===== src/rtl/icache_fetch_ctrl.sv =====
`default_nettype none
// ============================================================================
// Module      : icache_fetch_ctrl
// Description : Multi-thread instruction-fetch controller for a direct-mapped,
//               one-word-per-line instruction cache with single-word refill.
// Revision    : 1.0 - initial release
// ============================================================================
module icache_fetch_ctrl #(
    parameter int NTHREADS = 4,
    parameter int LINES    = 128
) (
    input  logic                    clk,
    input  logic                    nReset,
    input  logic [NTHREADS-1:0]     FetchReq,
    input  logic [32*NTHREADS-1:0]  FetchPC,
    input  logic                    Flush,
    output logic [NTHREADS-1:0]     FetchGrant,
    output logic [NTHREADS-1:0]     InstValid,
    output logic                    Enable,
    output logic [6:0]              CacheIndexRead,
    output logic                    WriteInst,
    output logic [6:0]              CacheIndexWrite,
    output logic [31:0]             InstData,
    output logic                    MemReq,
    output logic [31:0]             MemAddr,
    input  logic                    MemAck,
    input  logic [31:0]             MemData,
    output logic                    Busy
);

    localparam int c_IDX_W = 7;
    localparam int c_TAG_W = 32 - c_IDX_W - 2;
    localparam int c_TW    = (NTHREADS > 1) ? $clog2(NTHREADS) : 1;
    localparam logic [NTHREADS-1:0] c_ONE = NTHREADS'(1);

    typedef enum logic [2:0] {
        S_IDLE   = 3'd0,
        S_LOOKUP = 3'd1,
        S_RESP   = 3'd2,
        S_MISS   = 3'd3,
        S_FILL   = 3'd4
    } state_t;

    state_t               r_state;
    state_t               w_next_state;
    logic [c_TW-1:0]      r_thread;
    logic [c_TW-1:0]      r_last;
    logic [31:0]          r_pc;
    logic [31:0]          r_data;
    logic [LINES-1:0]     r_valid;
    logic [c_TAG_W-1:0]   r_tag [LINES];

    logic                 w_found;
    logic [c_TW-1:0]      w_gidx;
    logic [c_TW-1:0]      w_cand;
    logic [31:0]          w_sel_pc;
    logic [c_IDX_W-1:0]   w_idx;
    logic [c_TAG_W-1:0]   w_tag;
    logic                 w_hit;
    logic                 w_unused;

    assign w_idx    = r_pc[8:2];
    assign w_tag    = r_pc[31:9];
    assign w_hit    = r_valid[w_idx] && (r_tag[w_idx] == w_tag);
    assign Busy     = (r_state != S_IDLE);
    assign w_unused = ^r_pc[1:0];

    // Round-robin search starting one past the last granted thread.
    always_comb begin
        w_found = 1'b0;
        w_gidx  = '0;
        w_cand  = '0;
        for (int i = 1; i <= NTHREADS; i++) begin
            w_cand = c_TW'((int'(r_last) + i) % NTHREADS);
            if (!w_found && FetchReq[w_cand]) begin
                w_found = 1'b1;
                w_gidx  = w_cand;
            end
        end
    end

    always_comb begin
        w_sel_pc = '0;
        for (int i = 0; i < NTHREADS; i++) begin
            if (w_gidx == c_TW'(i)) begin
                w_sel_pc = FetchPC[32*i +: 32];
            end
        end
    end

    always_ff @(posedge clk or negedge nReset) begin
        if (!nReset) begin
            r_state <= S_IDLE;
        end else begin
            r_state <= w_next_state;
        end
    end

    // Grant is gated by reset so every output reads zero while reset is held.
    always_comb begin
        w_next_state    = r_state;
        FetchGrant      = '0;
        InstValid       = '0;
        Enable          = 1'b0;
        CacheIndexRead  = '0;
        WriteInst       = 1'b0;
        CacheIndexWrite = '0;
        InstData        = '0;
        MemReq          = 1'b0;
        MemAddr         = '0;
        case (r_state)
            S_IDLE: begin
                if (w_found && nReset) begin
                    FetchGrant   = c_ONE << w_gidx;
                    w_next_state = S_LOOKUP;
                end
            end
            S_LOOKUP: begin
                if (w_hit) begin
                    Enable         = 1'b1;
                    CacheIndexRead = w_idx;
                    w_next_state   = S_RESP;
                end else begin
                    w_next_state   = S_MISS;
                end
            end
            S_RESP: begin
                InstValid    = c_ONE << r_thread;
                w_next_state = S_IDLE;
            end
            S_MISS: begin
                MemReq  = 1'b1;
                MemAddr = {r_pc[31:2], 2'b00};
                if (MemAck) begin
                    w_next_state = S_FILL;
                end
            end
            S_FILL: begin
                WriteInst       = 1'b1;
                CacheIndexWrite = w_idx;
                InstData        = r_data;
                w_next_state    = S_LOOKUP;
            end
            default: begin
                w_next_state = S_IDLE;
            end
        endcase
    end

    always_ff @(posedge clk or negedge nReset) begin
        if (!nReset) begin
            r_thread <= '0;
            r_last   <= c_TW'(NTHREADS - 1);
            r_pc     <= '0;
            r_data   <= '0;
        end else begin
            if ((r_state == S_IDLE) && w_found) begin
                r_thread <= w_gidx;
                r_last   <= w_gidx;
                r_pc     <= w_sel_pc;
            end
            if ((r_state == S_MISS) && MemAck) begin
                r_data <= MemData;
            end
        end
    end

    // Flush takes priority over the fill's valid set, but the tag still updates.
    always_ff @(posedge clk or negedge nReset) begin
        if (!nReset) begin
            r_valid <= '0;
            for (int i = 0; i < LINES; i++) begin
                r_tag[i] <= '0;
            end
        end else begin
            if (r_state == S_FILL) begin
                r_tag[w_idx] <= w_tag;
            end
            if (Flush) begin
                r_valid <= '0;
            end else if (r_state == S_FILL) begin
                r_valid[w_idx] <= 1'b1;
            end
        end
    end

endmodule
`default_nettype wire


===== config.mk =====
export PLATFORM = sky130hd
export DESIGN_NAME = icache_fetch_ctrl
export DESIGN_NICKNAME = d
export VERILOG_FILES = /design/src/rtl/icache_fetch_ctrl.sv
export SDC_FILE = /design/constraint.sdc
export NUM_CORES = 2
export LEC_CHECK = 0
export BUFFER_PORTS_ARGS = -buffer_cell sky130_fd_sc_hd__clkbuf_2
export CAP_MARGIN = 20
export CORE_AREA = 2 2 493 985
export CTS_CLUSTER_DIAMETER = 80
export DETAILED_ROUTE_END_ITERATION = 6
export DIE_AREA = 0 0 495 987
export HOLD_SLACK_MARGIN = 0.05
export PLACE_DENSITY = 0.46
export RECOVER_POWER = 50
export SETUP_SLACK_MARGIN = 0.4
export SLEW_MARGIN = 30
export SYNTH_ARGS = -nofsm -noshare
export SYNTH_HDL_FRONTEND = slang
export SYNTH_SLANG_ARGS = --single-unit

===== constraint.sdc =====
create_clock -name clk -period 3.4 [get_ports clk]
set_clock_uncertainty 0.2 [all_clocks]
set_input_delay 0.34 -clock clk [delete_from_list [all_inputs] [get_ports clk]]
set_output_delay 0.34 -clock clk [all_outputs]
set_load 0.03 [all_outputs]

==> results.tsv <==
stage	metric	value	unit
routing	vias	102000	
finish	fin_nets	12300	
clocking	clkSlewWorstSetupHoldPaths	0.06	ns
critical_path	reg2reg_to	r_state[0]	
yosys	synthTopCellsByArea	dfrtp_1 55%, mux2_2 23%, mux2i_1 4.6%	
routing	dr.pass1.iters	6	
sta	fin_crit	6.42	ns
sta	whs	0.0748	ns
floorplanning	die_w	495	um
sta	timing.slew.headroom	-38.6	%
routing	detail_route.wirelength	617000	um
worst_hold_path	hp-class	in2reg	
routing	dr.first_iter.drc_count	9022	
sta	drv_slew	44	
clocking	cts_tree	yes	
yosys	synth_edf_count	0	
yosys	synth_cell_type_count	82	
critical_path	r2r-start	r_pc[3]	
global_routing	gr-total-overflow	0	
yosys	syn_inst	10800	
sta	setup-violations-final	2823	
critical_path	cp.required	2.86	ns
floorplanning	coreArea	481000	sq um
placement	io_buffer_count	247	
status	violations	capacitance limit, slew limit, setup timing	
critical_path	critPathLaunch	r_pc[3]	
global_routing	grt_pass1_wl	858000	um
critical_path	end_kind	output pin	
yosys	post_synth_instance_area	144000	sq um
yosys	ys_warn_count	0	
sta	tightest_slew	2.08	ns
finish	drive_above_1_share	46.5	%
yosys	async_flop_share	100	%
critical_path	cp_max_fo	10	
floorplanning	fp.dieArea	489000	sq um
worst_hold_path	holdPathEnd	r_pc[15]	
critical_path	worstPathArrival	5.88	ns
clocking	clockBufferDepth	4	
placement	gp_congestion	0.912	
clocking	root_buffer	clkbuf_16	
yosys	synth-main-ff-cell	dfrtp_1	
worst_hold_path	whs_path_depth	5	
finish	fin_area	181000	sq um
routing	drc_errors	0	
clocking	numCtsBuffers	331	
critical_path	r2r_cells	20	
status	outcome	finished, violations left	
pwr	power	139	mW
placement	pre_cts_slack	-2.54	ns
sta	hold_viol	0	
worst_hold_path	hp-start	FetchPC[15]	
global_routing	grt.total_usage	24.6	%
sta	rsz0062_at_grt	yes	
global_routing	antenna_found_initial	31	
routing	vias_per_cell	5.45	
yosys	synth-seq-cells	3141	
sta	max_freq	156	MHz
yosys	yosysTopAreaCellShare	54.5	%
clocking	numClockSinks	3141	
yosys	yosysMostFrequentCell	dfrtp_1	
critical_path	path_class	reg2out	
run	max_cap_violations	2	
yosys	yosysTopAreaCell	dfrtp_1	
sta	fin_crit_sh	189	%
critical_path	start_kind	register	
critical_path	r2r_slack	-1.50	ns
floorplanning	rows	361	
pwr	peakVddDrop	954	uV
clocking	clkLatencyLatePin	0.93	ns
global_routing	grt_max_degree	157	
routing	ant_nets	0	
global_routing	grt_pass1_vias	104000	
floorplanning	start_util	29.9	%
finish	fin_util	37.7	%
finish	area_delta_synth_final	26.0	%
sta	worst_slack	-3.02	ns
yosys	ys_seq_area_share	54.6	%
pwr	leakage	87.5	nW
placement	dp_hpwl	399000	um
routing	routedWlPerCell	32.9	um
placement	placed_area	164000	sq um
clocking	cts_htree_levels	5	
floorplanning	ios	258	
pwr	power_density	768	nW/um^2
yosys	synth.cells.most_frequent	3,139 x dfrtp_1, 2,992 x mux2_2, 772 x clkbuf_1	
yosys	syn_avg_cell_area	13.3	sq um
floorplanning	die_height	987	um
worst max-delay path, stage by stage, from the launching register on:
cell and delay (ns):
dfrtp_4 0.56, buf_12 0.16, clkbuf_16 0.18, and3_2 0.28, buf_4 0.21, a22o_1 0.30
o41ai_2 0.37, buf_4 0.21, o2111ai_1 0.21, buf_4 0.22, o32ai_4 0.19, buf_4 0.19
xnor2_1 0.10, o21ai_0 0.10, nor3_1 0.19, nand4_1 0.22, buf_4 0.22, nor4b_4 0.57
buf_12 0.20, and2_4 0.14, buf_8 0.12
how the worst max path moves through the flow:
stage	cells after the start	end
after floorplan	16	CacheIndexRead[0]
after global placement	20	CacheIndexRead[3]
after CTS	20	CacheIndexRead[3]
after detailed placement	21	CacheIndexRead[3]
after global routing	20	CacheIndexRead[3]
final	20	CacheIndexRead[3]
area by class of cell:
class	count	area, sq um
multi-input cells	6574	62500
clock inverters	74	822
diodes	52	130
fillers	46400	300000
flip-flops and latches	3141	78700
inverters	25	121
well taps	6352	7950
repair buffers	2024	21400
clock buffers	498	9860
metal layers:
layer | global-route usage [%] | routed length, um | part of all wire (%)
met1 | 32.5 | 258000 | 42
met2 | 39.7 | 290000 | 47
met3 | 3.85 | 35300 | 5.7
met4 | 11.0 | 34500 | 5.6
met5 | 0 | 77 | 0.012
cells by family (layout without fill, tap and decap cells):
| group | count (synthesis) | count (layout) | synth area share, % |
|---|---|---|---|
| other | 1 | 54 | 0.00260 |
| flip-flops | 3141 | 3141 | 54.6 |
| multiplexers | 3856 | 3856 | 31.1 |
| XOR/XNOR | 25 | 25 | 0.152 |
| AND/OR/NAND/NOR | 1172 | 1172 | 3.57 |
| AO/OA/AOI/OAI | 1519 | 1519 | 7.13 |
| buffers and inverters | 1112 | 2621 | 3.47 |
where the power goes:
part           total (mW)  internal, mW  switching [mW]
Combinational        61.1          21.6            39.5
Clock                37.0          21.1            15.9
Sequential           41.4          39.6            1.80
Total                 139          82.3            57.2
cell usage in the layout (no fill, tap or decap), types with 282 or more instances in the layout:
| cell type | count |
|---|---|
| o22ai_1 | 282 |
| buf_4 | 999 |
| dfrtp_1 | 3108 |
| buf_12 | 364 |
| clkbuf_16 | 354 |
| nor2_1 | 332 |
| mux2i_1 | 661 |
| nand2_1 | 435 |
| o21ai_0 | 289 |
| mux2_2 | 2846 |
registers in the layout (all words and copies together) (netlist names):
name / flops
r_data: 32
r_tag: 2944
r_last: 2
r_thread: 2
r_state: 3
r_pc: 30
r_valid: 128
metrics by stage:
stage | cells | setup TNS (ns)
global placement | 17700 | -161.52
global route | 18700 | -1664.56
CTS | 18600 | -26.04
finish | 18700 | -1916.62
floorplan | 10800 | -4.63
detailed placement | 17700 | -43.45
what timing repair did:
action | CTS | global route
hold buffers | 225 | 0
gates resized for setup | 356 | 193
setup endpoints to repair | 2215 | 1986
endpoints found under the hold margin | 1812 | 0
gates cloned | 34 | 15
buffers inserted | 88 | 29
pin swaps | 35 | 35
(Power assumes the default switching activity.)
